[src/rtl/dmem_arb_pkg.sv]
// -----------------------------------------------------------------------------
// dmem_arb_pkg
//   Shared definitions for the data-memory arbiter: the arbitration state
//   encoding (visible on the arb_state port) and the default geometry and
//   starvation limit used as parameter defaults by dmem_arbiter.
// -----------------------------------------------------------------------------
package dmem_arb_pkg;

    // Arbitration state; the encoding is exported on arb_state.
    typedef enum logic [1:0] {
        IDLE  = 2'd0,
        WAIT  = 2'd1,
        FORCE = 2'd2
    } arb_state_e;

    localparam int DMEM_AW         = 8;   // data memory address width
    localparam int DMEM_DW         = 8;   // data width
    localparam int DMEM_STARVE_MAX = 4;   // host wait cycles before forced grant
    localparam int WAIT_CNT_W      = 4;   // wait counter width

endpackage : dmem_arb_pkg

[src/rtl/dmem_arbiter.sv]
// -----------------------------------------------------------------------------
// dmem_arbiter
//   Shares one single-port data memory between a CPU core and an external host.
//   The core normally owns the port; a host request is served in any cycle the
//   core is idle. A host kept waiting behind a busy core is counted, and with
//   the starvation guard built in it is forcibly granted after STARVE_MAX
//   waiting cycles, stalling the core for that one cycle.
//
//   Build option:
//     DMEM_ARB_STARVE_GUARD_EN  defined   -> FORCE state present, core may stall
//                               undefined -> core has absolute priority,
//                                            core_stall tied low
//
//   Ports:
//     clk, reset                 clock, asynchronous active-low reset
//     core_req/we/addr/wdata     core load/store request
//     core_rdata, core_stall     load data (combinational), stall to core
//     host_req/we/addr/wdata     host request, held until host_gnt
//     host_gnt                   host access performed this cycle
//     host_rdata, host_rvalid    registered host read data + one-cycle valid
//     mem_we/addr/wdata, mem_rdata  data memory port (async read)
//     arb_state                  current arbitration state (0 IDLE/1 WAIT/2 FORCE)
// -----------------------------------------------------------------------------
module dmem_arbiter
    import dmem_arb_pkg::*;
#(
    parameter int AW         = DMEM_AW,
    parameter int DW         = DMEM_DW,
    parameter int STARVE_MAX = DMEM_STARVE_MAX
) (
    input  logic          clk,
    input  logic          reset,
    input  logic          core_req,
    input  logic          core_we,
    input  logic [AW-1:0] core_addr,
    input  logic [DW-1:0] core_wdata,
    output logic [DW-1:0] core_rdata,
    output logic          core_stall,
    input  logic          host_req,
    input  logic          host_we,
    input  logic [AW-1:0] host_addr,
    input  logic [DW-1:0] host_wdata,
    output logic          host_gnt,
    output logic [DW-1:0] host_rdata,
    output logic          host_rvalid,
    output logic          mem_we,
    output logic [AW-1:0] mem_addr,
    output logic [DW-1:0] mem_wdata,
    input  logic [DW-1:0] mem_rdata,
    output logic [1:0]    arb_state
);

    localparam logic [WAIT_CNT_W-1:0] STARVE_LIM = WAIT_CNT_W'(STARVE_MAX);

    arb_state_e            state_q,       state_d;
    logic [WAIT_CNT_W-1:0] wait_cnt_q,    wait_cnt_d;
    logic [DW-1:0]         host_rdata_q,  host_rdata_d;
    logic                  host_rvalid_q, host_rvalid_d;

    logic gnt_raw;
    logic stall_raw;

    // -------------------------------------------------------------------------
    // Next-state and grant decision
    // -------------------------------------------------------------------------
    // NOTE: every variable gets a default before the case so no path leaves it
    //       unassigned; otherwise synthesis infers a latch.
    always_comb begin
        state_d    = state_q;
        wait_cnt_d = wait_cnt_q;
        gnt_raw    = 1'b0;
        stall_raw  = 1'b0;

        unique case (state_q)
            IDLE: begin
                wait_cnt_d = '0;
                if (host_req) begin
                    if (core_req) begin
                        state_d    = WAIT;
                        wait_cnt_d = WAIT_CNT_W'(1);
                    end else begin
                        gnt_raw = 1'b1;
                    end
                end
            end

            WAIT: begin
                if (!host_req) begin
                    // Host withdrew its request: abandon it without a grant.
                    state_d    = IDLE;
                    wait_cnt_d = '0;
                end else if (!core_req) begin
                    gnt_raw    = 1'b1;
                    state_d    = IDLE;
                    wait_cnt_d = '0;
                end else if (wait_cnt_q < STARVE_LIM) begin
                    wait_cnt_d = wait_cnt_q + WAIT_CNT_W'(1);
                end else begin
`ifdef DMEM_ARB_STARVE_GUARD_EN
                    state_d = FORCE;
`else
                    // No guard: keep waiting, counter saturated.
                    wait_cnt_d = STARVE_LIM;
`endif
                end
            end

`ifdef DMEM_ARB_STARVE_GUARD_EN
            FORCE: begin
                // Host takes the port; a requesting core must replay next cycle.
                gnt_raw    = 1'b1;
                stall_raw  = core_req;
                state_d    = IDLE;
                wait_cnt_d = '0;
            end
`endif

            default: begin
                state_d    = IDLE;
                wait_cnt_d = '0;
            end
        endcase
    end

    // Grant and stall must read low the instant reset is asserted, not just
    // after the state register clears.
    assign host_gnt   = gnt_raw & reset;
    assign core_stall = stall_raw & reset;

    // -------------------------------------------------------------------------
    // Memory port ownership
    // -------------------------------------------------------------------------
    assign mem_we     = host_gnt ? (host_we & host_req) : (core_we & core_req);
    assign mem_addr   = host_gnt ? host_addr  : core_addr;
    assign mem_wdata  = host_gnt ? host_wdata : core_wdata;
    assign core_rdata = mem_rdata;

    // -------------------------------------------------------------------------
    // Host read return path
    // -------------------------------------------------------------------------
    always_comb begin
        host_rvalid_d = host_gnt & ~host_we;
        host_rdata_d  = host_rvalid_d ? mem_rdata : host_rdata_q;
    end

    // NOTE: state registers use non-blocking assignments so every flop samples
    //       the pre-edge value of every other flop.
    always_ff @(posedge clk or negedge reset) begin
        if (!reset) begin
            state_q       <= IDLE;
            wait_cnt_q    <= '0;
            host_rdata_q  <= '0;
            host_rvalid_q <= 1'b0;
        end else begin
            state_q       <= state_d;
            wait_cnt_q    <= wait_cnt_d;
            host_rdata_q  <= host_rdata_d;
            host_rvalid_q <= host_rvalid_d;
        end
    end

    assign host_rdata  = host_rdata_q;
    assign host_rvalid = host_rvalid_q;
    assign arb_state   = state_q;

endmodule : dmem_arbiter
[config.mk]
export PLATFORM = sky130hd
export DESIGN_NAME = dmem_arbiter
export DESIGN_NICKNAME = d
export VERILOG_FILES = /design/src/rtl/dmem_arb_pkg.sv /design/src/rtl/dmem_arbiter.sv
export SDC_FILE = /design/constraint.sdc
export NUM_CORES = 1
export LEC_CHECK = 0
export ABC_AREA = 1
export CAP_MARGIN = 30
export CELL_PAD_IN_SITES_DETAIL_PLACEMENT = 0
export CELL_PAD_IN_SITES_GLOBAL_PLACEMENT = 1
export CORE_UTILIZATION = 14
export CTS_BUF_LIST = sky130_fd_sc_hd__clkbuf_4 sky130_fd_sc_hd__clkbuf_8 sky130_fd_sc_hd__clkbuf_16
export CTS_CLUSTER_DIAMETER = 120
export DETAILED_ROUTE_END_ITERATION = 10
export GPL_ROUTABILITY_DRIVEN = 0
export PLACE_DENSITY = 0.79
export SYNTH_ARGS = -nofsm -noshare
export SYNTH_HDL_FRONTEND = slang
export SYNTH_SLANG_ARGS = --single-unit
export TNS_END_PERCENT = 50
[constraint.sdc]
create_clock -name clk -period 1.05 [get_ports clk]
set_clock_uncertainty 0.2 [all_clocks]
set_input_delay 0.21 -clock clk [delete_from_list [all_inputs] [get_ports clk]]
set_output_delay 0.21 -clock clk [all_outputs]
set_load 0.005 [all_outputs]
# Yosys cells after proc, flatten, opt, wreduce, memory -nomap -nowiden
# Cells that the tools add are included.
[op_classes] addsub=0 multipliers=0 n_div=0 order_cmp=0 eq_ne=4 shifts=0 muxes=11 bitwise=5 reduce_logical=3
[ops] cell="$mux 8" n=2
[ops] cell="$mux 2" n=4
[ops] cell="$and 1x1->1" n=4
[ops] cell="$mux 1" n=4
[ops] cell="$ne 2x2->1 const B" n=2
[ops] cell="$pmux 2 s2" n=1
[ops] cell="$ne 3x3->1 const B" n=1
[ops] cell="$reduce_and 3->1" n=1
[ops] cell="$eq 2x1->1 const B" n=1
[ops] cell="$logic_not 2->1" n=1
[ops] cell="$reduce_or 2->1" n=1
[ops] cell="$not 1->1" n=1
[totals] regBits=11 latchBits=0 ramBits=0 mem_bits_ro=0 in_bits=46 out_inout_bits=38 word_cells=26 mem_count=0

# Depth between registers and ports, before layout
# Gate-level depths: netlist (run 1).
[logic_depth] word_depth=5 ltp_mapped=5 depth_no_buf=5

# Least setup slack after synthesis (run 1)
# OpenSTA, ideal clock, no wires.
[synth_path] path_type="input to output" startpoint="input port core_req" endpoint="output port mem_addr[0]" arrival_time_ns=0.751 required_time_ns=0.640 slack_ns=-0.111 path_stages=4 path_buffers=1 path_cell_list="nand3b_2 -> buf_4 -> nand2_1 -> nand2_1"
[synth_between] elab_chain_cells=5
[synth_lines] element="start, declared" line="dmem_arbiter.sv:33" rtl="input logic core_req,"
[synth_lines] element="$mux 1" line="dmem_arbiter.sv:78, dmem_arbiter.sv:92"
[synth_lines] element="$mux 1" line="dmem_arbiter.sv:77" rtl="if (host_req) begin"
[synth_lines] element="$mux 1"
[synth_lines] element="$and 1x1->1" line="dmem_arbiter.sv:127" rtl="assign host_gnt = gnt_raw & reset;"
[synth_lines] element="$mux 8" line="dmem_arbiter.sv:134" rtl="assign mem_addr = host_gnt ? host_addr : core_addr;"
[synth_lines] element="end, declared" line="dmem_arbiter.sv:47" rtl="output logic [AW-1:0] mem_addr,"
# Every way passes these cells.

# Worst setup path after layout (run 1)
# Same ends and word-level chain as after synthesis.

==> results of run 1 <==
cell usage after synthesis:
master | count | area [µm²]
o21ai_0 | 1 | 5.000
clkinv_1 | 1 | 3.750
nor2_4 | 1 | 11.26
buf_6 | 1 | 11.26
nand3_1 | 8 | 40.04
buf_4 | 12 | 90.09
nand2_2 | 1 | 6.260
dfrtp_1 | 10 | 250.2
nand3b_2 | 1 | 11.26
inv_1 | 2 | 7.510
nand2_1 | 67 | 251.5
conb_1 | 1 | 3.750
worst max-delay path by stage:
stage          startpoint     endpoint  slack [ps]
5_1_grt          core_req  mem_addr[0]        -380
4_1_cts          host_req  mem_addr[4]        -340
3_3_place_gp        reset  mem_addr[4]       -1140
6_report         core_req  mem_addr[0]        -310
3_5_place_dp        reset  mem_addr[4]       -1150
2_1_floorplan       reset  mem_addr[0]         -50
sequential cells by signal (all words and copies together) (netlist names):
signal	cells
arb_state	1
host_rvalid	1
host_rdata	8
cell type report:
class,count,area [µm²]
fillers,524,3013
flip-flops and latches,10,250.2
multi-input cells,81,437.9
well taps,67,83.83
clock buffers,4,55.05
repair buffers,106,902.1
inverters,3,12.51
layer usage:
metal	GRT usage, %	wire (µm)	up-vias
met3	3.056	174	2
met4	4.139	27	0
met2	17.45	1346	38
met1	11.97	1105	440
met5	0	0	-
li1	-	-	506
what timing repair did:
| action | CTS | global route |
|---|---|---|
| setup buffers | 4 | 3 |
| setup endpoints to repair | 45 | 38 |
| gates cloned | 2 | 0 |
| endpoints found under the hold margin | 10 | 0 |
| gates resized for setup | 180 | 18 |
| hold buffers | 1 | 0 |
| pin swaps | 5 | 4 |
power by group through the flow:
stage / combinational (mW) / sequential, mW / clock (mW)
6_report: 0.601 / 0.476 / 0.478
5_1_grt: 0.662 / 0.482 / 0.521
4_1_cts: 0.631 / 0.476 / 0.496
3_5_place_dp: 0.662 / 0.485 / 0
3_3_place_gp: 0.660 / 0.481 / 0
2_1_floorplan: 0.167 / 0.489 / 0
worst max-delay path: cells and delay by family:
family,cells,cell delay [ps]
buf+inv,5,550
simple gates,3,180
per-stage QoR:
stage	hold WS, ps	instances
floorplan	-285.6	107
global placement	255.6	260
detailed placement	258.1	260
CTS	60.18	271
global route	15.30	271
finish	7.643	271
cell families (layout without fill, tap and decap cells):
logic type,after synthesis,count (layout)
compound gates,1,1
buf+inv,16,113
flops,10,10
other cells,1,2
simple gates,78,78
==> flow_summary.toml, run 1 <==
[placement]
placed_cell_area_um2 = 1687
dp_hpwl_um = 1968
place_ws_ps = -1147
io_buffers = 81

[routing]
routed_wirelength_um = 2654
vias_per_cell = 3.638
post-route-drc-count = 0
dr.first_iter.drc_count = 34
first_pass_iters = 3
postRouteAntennaNets = 0
routed-via-count = 986
routedWlPerCell_um = 9.793

[clock_network]
tritoncts = "yes"
clock-sinks = 10
root_buffer = "clkbuf_8"
htree_levels = 1
path_clk_slew_ps = 50
clockBufferDepth = 2
insertion_delay_ps = 230
cts_made_buffers = 3

[finish]
utilization_pct = 36.63
layout-drive-gt1-share_pct = 46.08
diodes = 0
final_cell_area_um2 = 1742
fin_nets = 251
final_common_cell = "nand2_1"
final_cell_mix = "nand2_1, clkdlybuf4s50_1, buf_2"
syn_to_final_growth_pct = 151.7

[timing]
timing.fmax_mhz = 733.0
slew_violations = 0
rsz0062_at_grt = "yes"
setup_ws_ps = -314.2
fin_crit_sh_pct = 129.9
fin_tns_setup_ps = -6043
period_needed_ps = 1364
setup_viol = 36
finalHoldViolations = 0

[worst_hold_path]
hold_path.class = "input pin to flip-flop"
hold_start = "host_req"
min_to = "arb_state[0]"
min_path_cells = 3

[power]
internal_power_mw = 1.146
ir_worst_vdd_uv = 377.4
p_sw_mw = 0.4090
p_seq_share_pct = 30.6
p_sw_share_pct = 26.31
fin_total_pwr_mw = 1.555
powerDensity_nw_per_um2 = 892.8
combPwrFrac_pct = 38.6
p_clk_share_pct = 30.7
power.leakage_nw = 0.9515

[synth]
ys_ff_latch = 10
syn_avg_cell_area_um2 = 6.527
synth_compound_area_share_pct = 0.7233
yosys.area_share.simple_pct = 46.29
synth.area.mux_share_pct = 0
synth-xor-area-share_pct = 0
yosysWarningCount = 0
syn_inst = 106
syn_area_um2 = 691.9
synth_top_family_by_area = "simple AND/OR/NAND/NOR gates"
ys_seq_area_share_pct = 36.17
synth-adder-area-share_pct = 0
ys_types = 12

[floorplan]
die_h_um = 72.30
num_rows = 25
initial_core_util_pct = 14.55
die_w_um = 72.30
boundaryPins = 84
coreArea_um2 = 4755
dieArea_um2 = 5227

[run_status]
violations = "negative setup slack"
outcome = "finished with violations"

[setup_path]
rrSetupSlack_ps = 10
cp-end-kind = "primary output"
cp_common_cell = "buf_6"
crit_required_ps = 640
reg2reg_to = "host_rdata[7]"
rr_worst_depth = 4
critPathArrivalTime_ps = 950
crit_path_cell_trace = "buf_8 -> buf_6 -> nor2_4 -> buf_6 -> buf_12 -> nand2_2 -> nand2_1 -> buf_2"
critPathSlowestCell = "buf_6"
max_stage_delay_ps = 120
cp_max_fo = 8
startpoint_type = "input pin"
path_class = "input pin to primary output"
r2r_start = "host_rdata[7]"

[global_route]
grt_usage_pct = 10.24
first_global_vias = 927
antenna_found_initial = 0
grt_pass1_wl_um = 4140
grt_max_degree = 13
grt_overflow = 0

[flow_run]
drv_cap = 0
Note: power is estimated with default switching activity, not from simulation.
==> run 2, diff against run 1 <==
CORE_ASPECT_RATIO = 0.8   (was unset)
==> run 2 against run 1 <==
  * The flow still finishes with violations (negative setup slack)
  * Cell area up 7.0%
  * First-iteration DRC count fell by 18%
  * Count of clock-buffer cells in the layout decreased by 1
  * Register-to-register slack better by 140 ps
  * Critical endpoint is now mem_wdata[1]
==> flow_summary.toml, run 2 (synthesized netlist as in run 1, its figures left out) <==
[setup_path]
critPathArrivalTime_ps = 1120
cp_common_cell = "buf_6"
r2r_start = "host_rdata[5]"
endpoint = "mem_wdata[1]"
critPathSlowestCell = "nor2_4"
startpoint_type = "input pin"
reg2reg_to = "host_rdata[5]"
crit_required_ps = 640
crit_start = "core_req"
crit_path_cell_trace = "buf_8 -> buf_6 -> nor2_4 -> clkbuf_16 -> buf_6 -> buf_6 -> nand2_2 -> nand2_1 -> buf_2"
cp_max_fo = 4
cp-end-kind = "primary output"
cp_num_buf_inv = 6
path_class = "input pin to primary output"
crit_family = "buffers and inverters"
max_stage_delay_ps = 170
rrSetupSlack_ps = 150
rr_worst_depth = 3
crit_cells = 9

[clock_network]
htree_levels = 1
cts_made_buffers = 3
root_buffer = "clkbuf_8"
clock-sinks = 10
clockBufferDepth = 2
tritoncts = "yes"
insertion_delay_ps = 230
path_clk_slew_ps = 40

[global_route]
first_global_vias = 956
grt_max_degree = 17
grt_pass1_wl_um = 4264
grt_usage_pct = 10.65
antenna_found_initial = 0
grt_overflow = 0

[routing]
postRouteAntennaNets = 0
routed_wirelength_um = 2876
vias_per_cell = 3.721
routedWlPerCell_um = 10.42
routed-via-count = 1027
first_pass_iters = 2
dr.first_iter.drc_count = 28
post-route-drc-count = 0

[finish]
final_cells = 276
diodes = 0
utilization_pct = 39.81
layout-drive-gt1-share_pct = 50.00
final_cell_mix = "nand2_1, clkdlybuf4s50_1, buf_2"
syn_to_final_growth_pct = 169.3
fin_nets = 264
largest_reg_flops = 8
final_common_cell = "nand2_1"

[worst_hold_path]
hold_start = "core_req"
hold_path.class = "input pin to flip-flop"

[floorplan]
initial_core_util_pct = 14.79
coreArea_um2 = 4679
die_w_um = 80.60
boundaryPins = 84
num_rows = 22
dieArea_um2 = 5229
die_h_um = 64.88

[power]
powerDensity_nw_per_um2 = 821.9
ir_worst_vdd_uv = 538.3
power.leakage_nw = 1.002

[placement]
dp_hpwl_um = 2060
io_buffers = 81
dp_cells = 254

[timing]
hold_slack_ps = 55.52
timing.fmax_mhz = 652.2
setup_viol = 37
slew_violations = 0
finalHoldViolations = 0
period_needed_ps = 1533
fin_crit_sh_pct = 146.0
rsz0062_at_grt = "yes"
setup_ws_ps = -483.3

[run_status]
outcome = "finished with violations"
violations = "negative setup slack"

[flow_run]
drv_cap = 0
[run 2: changes by cell type in the layout (fill, tap and decap cells not counted), moves of 3 or more]
cell            change
buf_4               +4
buf_6               +5
dlymetal6s2s_1      -3
nand2_1             -4
nand2_4             +3
[run 2: worst min-delay path by stage]
stage / slack [ps] / depth (start not counted) / endpoint
global route: 70 / 4 / arb_state[0]
CTS: 50 / 4 / arb_state[0]
global placement: 250 / 2 / host_rdata[1]
finish: 60 / 4 / arb_state[0]
floorplan: -290 / 0 / arb_state[0]
detailed placement: 260 / 2 / host_rdata[4]
[run 2: tightest hold or removal path, delay by kind of cell]
family	cells	cell delay, ps
buffers and inverters	3	200
AND/OR/NAND/NOR	1	40
[run 2: what timing repair did]
action | 4_1_cts | 5_1_grt
cloned | 3 | 0
setup endpoints to repair | 46 | 37
endpoints found under the hold margin | 10 | 0
setup buffers | 12 | 3
gates resized for setup | 178 | 35
pin swaps | 7 | 8
hold buffers | 1 | 0
[run 2: where the power goes]
group | switching, mW | internal (mW) | leakage, nW | total (mW)
Clock | 0.133 | 0.250 | 0.0216 | 0.383
Sequential | 0.0354 | 0.448 | 0.127 | 0.483
Combinational | 0.251 | 0.414 | 0.853 | 0.665
[run 2: layout make-up]
| class | count | area [µm²] |
|---|---|---|
| Fill cell | 516 | 2816 |
| Timing Repair Buffer | 118 | 1025 |
| Multi-Input combinational cell | 82 | 459.2 |
| Sequential cell | 10 | 250.2 |
| Tap cell | 60 | 75.07 |
| Clock buffer | 3 | 41.29 |
| Inverter | 3 | 12.51 |
[run 2: metal layers]
metal | up-vias | GRT usage [%] | wire length, µm
met5 | - | 0 | 0
met4 | 0 | 1.339 | 12
met3 | 2 | 3.099 | 237
met2 | 40 | 17.27 | 1318
met1 | 448 | 14.25 | 1308
li1 | 537 | - | -
[run 2: stage by stage]
stage | area, µm² | setup TNS, ps | setup slack [ps] | total power [mW]
floorplan | 728.2 | -672.6 | -46.84 | 0.6557
global placement | 1673 | -35510 | -1168 | 1.162
detailed placement | 1673 | -35730 | -1171 | 1.169
CTS | 1812 | -12640 | -514.9 | 1.536
global route | 1863 | -12260 | -539.2 | 1.637
finish | 1863 | -10310 | -483.3 | 1.531
